`src/rtl/uart_rx.sv`:
```
// 8N1 UART receiver: 2-FF input synchroniser, mid-bit start validation,
// centre sampling of 8 data bits LSB-first, and a held valid/ack output.
module uart_rx #(
  parameter int unsigned CLKS_PER_BIT = 218,
  parameter int unsigned HALF_BIT     = CLKS_PER_BIT / 2
) (
  input  logic       clk,
  input  logic       rst_n,
  input  logic       en,
  input  logic       uart_rxd,
  input  logic       ack,
  output logic [7:0] data,
  output logic       valid,
  output logic       frame_err,
  output logic       overrun
);

  localparam int unsigned CNT_W  = 10;
  localparam int unsigned IDX_W  = 3;
  localparam int unsigned BYTE_W = 8;

  localparam logic [CNT_W-1:0] BIT_LAST  = CNT_W'(CLKS_PER_BIT - 1);
  localparam logic [CNT_W-1:0] HALF_LAST = CNT_W'(HALF_BIT - 1);
  localparam logic [IDX_W-1:0] IDX_LAST  = IDX_W'(BYTE_W - 1);

  typedef enum logic [2:0] {
    S_DISABLED  = 3'd0,
    S_WAIT_HIGH = 3'd1,
    S_IDLE      = 3'd2,
    S_START     = 3'd3,
    S_BITS      = 3'd4,
    S_STOP      = 3'd5
  } state_t;

  logic              r_sync1;
  logic              r_sync2;
  logic              w_rxd_s;

  state_t            r_state;
  logic [CNT_W-1:0]  r_cnt;
  logic [IDX_W-1:0]  r_idx;
  logic [BYTE_W-1:0] r_shift;
  logic [BYTE_W-1:0] r_data;
  logic              r_valid;
  logic              r_frame_err;
  logic              r_overrun;

  state_t            w_state_n;
  logic [CNT_W-1:0]  w_cnt_n;
  logic [IDX_W-1:0]  w_idx_n;
  logic [BYTE_W-1:0] w_shift_n;
  logic [BYTE_W-1:0] w_data_n;
  logic              w_valid_n;
  logic              w_frame_err_n;
  logic              w_overrun_n;

  // Line idles high, so the synchroniser resets to 1 to avoid a false start.
  always_ff @(posedge clk or negedge rst_n) begin
    if (!rst_n) begin
      r_sync1 <= 1'b1;
      r_sync2 <= 1'b1;
    end else begin
      r_sync1 <= uart_rxd;
      r_sync2 <= r_sync1;
    end
  end

  assign w_rxd_s = r_sync2;

  always_ff @(posedge clk or negedge rst_n) begin
    if (!rst_n) begin
      r_state     <= S_DISABLED;
      r_cnt       <= '0;
      r_idx       <= '0;
      r_shift     <= '0;
      r_data      <= '0;
      r_valid     <= 1'b0;
      r_frame_err <= 1'b0;
      r_overrun   <= 1'b0;
    end else begin
      r_state     <= w_state_n;
      r_cnt       <= w_cnt_n;
      r_idx       <= w_idx_n;
      r_shift     <= w_shift_n;
      r_data      <= w_data_n;
      r_valid     <= w_valid_n;
      r_frame_err <= w_frame_err_n;
      r_overrun   <= w_overrun_n;
    end
  end

  // Next-state and output logic; a commit in the same cycle as ack wins over the clear.
  always_comb begin
    w_state_n     = r_state;
    w_cnt_n       = r_cnt;
    w_idx_n       = r_idx;
    w_shift_n     = r_shift;
    w_data_n      = r_data;
    w_valid_n     = r_valid & ~ack;
    w_frame_err_n = 1'b0;
    w_overrun_n   = 1'b0;

    if (!en) begin
      w_state_n = S_DISABLED;
      w_cnt_n   = '0;
      w_idx_n   = '0;
      w_valid_n = 1'b0;
    end else begin
      case (r_state)
        S_DISABLED: w_state_n = S_WAIT_HIGH;
        S_WAIT_HIGH: begin
          if (w_rxd_s) w_state_n = S_IDLE;
        end
        S_IDLE: begin
          if (!w_rxd_s) begin
            w_state_n = S_START;
            w_cnt_n   = '0;
          end
        end
        S_START: begin
          if (r_cnt == HALF_LAST) begin
            w_cnt_n = '0;
            if (!w_rxd_s) begin
              w_state_n = S_BITS;
              w_idx_n   = '0;
            end else begin
              w_state_n = S_IDLE;
            end
          end else begin
            w_cnt_n = r_cnt + CNT_W'(1);
          end
        end
        S_BITS: begin
          if (r_cnt == BIT_LAST) begin
            w_shift_n[r_idx] = w_rxd_s;
            w_cnt_n          = '0;
            w_idx_n          = r_idx + IDX_W'(1);
            if (r_idx == IDX_LAST) w_state_n = S_STOP;
          end else begin
            w_cnt_n = r_cnt + CNT_W'(1);
          end
        end
        S_STOP: begin
          if (r_cnt == BIT_LAST) begin
            w_cnt_n = '0;
            if (w_rxd_s) begin
              w_data_n    = r_shift;
              w_valid_n   = 1'b1;
              w_overrun_n = r_valid & ~ack;
              w_state_n   = S_IDLE;
            end else begin
              w_frame_err_n = 1'b1;
              w_state_n     = S_WAIT_HIGH;
            end
          end else begin
            w_cnt_n = r_cnt + CNT_W'(1);
          end
        end
        default: begin
          w_state_n = S_DISABLED;
          w_cnt_n   = '0;
          w_idx_n   = '0;
        end
      endcase
    end
  end

  assign data      = r_data;
  assign valid     = r_valid;
  assign frame_err = r_frame_err;
  assign overrun   = r_overrun;

endmodule

```
`config.mk`:
```
export PLATFORM = sky130hd
export DESIGN_NAME = uart_rx
export DESIGN_NICKNAME = d
export VERILOG_FILES = /design/src/rtl/uart_rx.sv
export SDC_FILE = /design/constraint.sdc
export NUM_CORES = 1
export LEC_CHECK = 0
export ABC_AREA = 1
export BUFFER_PORTS_ARGS = -buffer_cell sky130_fd_sc_hd__buf_2
export CAP_MARGIN = 20
export CORE_MARGIN = 2
export CORE_UTILIZATION = 54
export DETAILED_ROUTE_END_ITERATION = 12
export GPL_TIMING_DRIVEN = 0
export PLACE_DENSITY = 0.81
export SYNTH_ARGS = -nofsm -noshare
export SYNTH_HDL_FRONTEND = slang
export SYNTH_SLANG_ARGS = --single-unit
```
`constraint.sdc`:
```
create_clock -name clk -period 1.5 [get_ports clk]
set_input_delay 0.3 -clock clk [delete_from_list [all_inputs] [get_ports clk]]
set_output_delay 0.3 -clock clk [all_outputs]
set_load 0.01 [all_outputs]
```
==> results.sh <==
export IMPL_viasPerCell=5.34
export IMPL_critPathMaxStageDelay_ns=0.39
export IMPL_ys_types=29
export IMPL_die_x_um=66.4
export IMPL_critPathArrivalTime_ns=1.87
export IMPL_cp_start_kind="flip-flop"
export IMPL_rows=22
export IMPL_yosysMostFrequentCell="nand2_1"
export IMPL_globalplace_congestion=0.942
export IMPL_path_clk_slew_ns=0.08
export IMPL_synthTopCellsByCount="nand2_1 (79), inv_1 (39), dfrtp_1 (35)"
export IMPL_worstSetupEndpointType="flip-flop"
export IMPL_clkPwrFrac_pct=34.7
export IMPL_track_usage_pct=23.7
export IMPL_relSlewSlack_pct=46.6
export IMPL_crit_top_cell="inv_1"
export IMPL_drtIter0Drc=232
export IMPL_instances_no_fill=352
export IMPL_critPathKind="flip-flop to flip-flop"
export IMPL_clock_skew_final_ns=0.00789
export IMPL_dp_slack_ns=-0.198
export IMPL_clockBufferDepth=2
export IMPL_hpwl_um=2880
export IMPL_layout_min_cycle_time_ns=1.68
export IMPL_crit_fanout=7
export IMPL_wire_per_inst_um=14.5
export IMPL_ys_warn_count=0
export IMPL_drv_cap=0
export IMPL_drtPass1Iterations=5
export IMPL_insertion_delay_ns=0.29
export IMPL_rsz0062_at_grt="yes"
export IMPL_utilization_pct=70.9
export IMPL_cts_buffers=5
export IMPL_grt_first_pass_wirelength_um=7890
export IMPL_pwr_share_comb_pct=21.4
export IMPL_synth_seq_area_share_pct=44.1
export IMPL_synth_main_ff_cell="dfrtp_1"
export IMPL_critPathSlowestCell="dfrtp_1"
export IMPL_syn_avg_cell_area_um2=7.83
export IMPL_final_nets=313
export IMPL_tns_ns=-2.43
export IMPL_pwr_share_seq_pct=43.9
export IMPL_cts_root_buffer="clkbuf_8"
export IMPL_final_setup_viol_count=30
export IMPL_die_h_um=66.4
export IMPL_final_hold_viol_count=0
export IMPL_power_leakage_nw=1.26
export IMPL_synth_edf_count=0
export IMPL_netSwitchingFraction_pct=30.7
export IMPL_power_density_nw_per_um2=930
export IMPL_drive_above_1_share_pct=34.2
export IMPL_fin_crit_sh_pct=112
export IMPL_worst_pin_slew_ns=0.801
export IMPL_ir_drop_uv=455
export IMPL_ios=16
export IMPL_crit_path_cell_trace="inv_2, nand2_4, inv_1, nand2_2, nor2_1, inv_1, nor2_4, nand2_2, o21ai_2, inv_1"
export IMPL_vias=1878
export IMPL_violations="negative setup slack"
export IMPL_postRouteAntennaNets=0
export IMPL_hp_class="input pin to async pin"
export IMPL_cts_tree="built"
export IMPL_area_delta_synth_final_pct=25.2
export IMPL_fin_ws_ns=-0.178
export IMPL_syn_nets=279
export IMPL_wirelength_um=5110
export IMPL_synth_top_area_share_pct=41.6
export IMPL_netlist_instances=269
export IMPL_synth_ff_latch_count=37
export IMPL_cts_sinks=37
export IMPL_drv_slew=0
export IMPL_post_route_cell_area_um2=2640
export IMPL_start_util_pct=56.7
export IMPL_intPower_mw=1.70
export IMPL_placed_area_um2=2240
export IMPL_coreArea_um2=3720
export IMPL_htree_levels=2
export IMPL_grt_max_degree=38
export IMPL_drc=0
export IMPL_cp_top_family="simple AND/OR/NAND/NOR gates"
export IMPL_grt_pass1_vias=1727
export IMPL_synth_top_area_cell="dfrtp_1"
export IMPL_antenna_diode_count=0
export IMPL_netlist_area_um2=2110
export IMPL_dieArea_um2=4410
export IMPL_p_switching_mw=0.752
export IMPL_dp_cells=331
export IMPL_overflow=0
export IMPL_crit_required_ns=1.69
export IMPL_cp_num_buf_inv=4
export IMPL_io_buffers=14
export IMPL_async_reset_ff_share_pct=100
export IMPL_status="finished with violations"
export IMPL_fmax_mhz=596
export IMPL_ys_top_cells_by_area="dfrtp_1 (42%), nand2_1 (14%), inv_1 (7.0%)"
export IMPL_antenna_found_initial=0
-- logic make-up after synthesis --
logic type,count (synthesis),share of synthesized area [%]
compound gates,34,9.92
xor+xnor,5,2.08
fa+ha+maj,5,2.97
buf+inv,47,9.15
flops,37,44.1
simple gates,141,31.8
-- final timing paths --
| kind | from | cells after the start | slack, ns | to |
|---|---|---|---|---|
| worst max-delay path | r_state[1] | 10 | -0.18 | r_shift[0] |
| worst min-delay path | rst_n | 1 | 0.09 | r_cnt[2] |
| worst max register to register | r_state[1] | 10 | -0.18 | r_shift[0] |
| worst min register to register | r_sync1 | 0 | 0.36 | r_sync2 |
| max in group asynchronous | rst_n | 1 | 0.85 | r_cnt[0] |
| min in group clk | uart_rxd | 1 | 0.10 | r_sync1 |
-- timing repair --
| item | in CTS | in global routing |
|---|---|---|
| setup buffers | 9 | 3 |
| setup endpoints to repair | 31 | 35 |
| resized for setup | 35 | 34 |
| hold buffers | 0 | 0 |
| pin swaps | 4 | 8 |
| cloned | 1 | 0 |
-- power by group through the flow --
stage	clock network, mW	logic [mW]	registers, mW
floorplan	0	0.303	1.08
global placement	0	0.387	1.09
detailed placement	0	0.396	1.09
CTS	0.860	0.454	1.07
global route	0.917	0.563	1.08
finish	0.850	0.524	1.08
-- cell type report --
| type | instances | area (um^2) |
|---|---|---|
| repair buffers | 27 | 200 |
| inverters | 42 | 158 |
| multi-input cells | 185 | 1140 |
| clock buffers | 6 | 72.6 |
| plain buffers | 5 | 41.3 |
| clock inverters | 2 | 35.0 |
| well taps | 48 | 60.1 |
| flip-flops and latches | 37 | 932 |
| fillers | 257 | 1080 |
-- per-layer routing --
metal	routed length, um	vias to the layer above	GRT usage (%)
met5	0	-	0
met4	54	0	9.95
met3	256	7	3.75
met2	2570	71	38.9
met1	2230	883	30.9
li1	-	917	-
-- stage by stage --
step,power [mW],hold WS (ns)
floorplan,1.39,0.00441
CTS,2.39,0.0953
global placement,1.48,0.347
detailed placement,1.49,0.350
global route,2.56,0.0902
finish,2.45,0.0943
-- cell usage in the layout (no fill, tap or decap), drive strengths merged --
cell type  instances
xor2               5
bufinv             1
ha                 5
o21bai             1
nor3               3
clkbuf             9
nand3             22
dfrtp             35
nor2              28
nand4              4
inv               42
a21oi              1
dfstp              2
a31oi              2
clkinv             1
buf               29
nand2             84
o2111ai            1
o21ai             29
-- state kept, by name, indices dropped and copies added, names as in the netlist --
signal and flops:
r_state 3, r_idx 3, r_shift 8, r_cnt 10
overrun 1, r_sync1 1, frame_err 1, data 8
valid 1, r_sync2 1
Power figures use the tool's default switching activity.
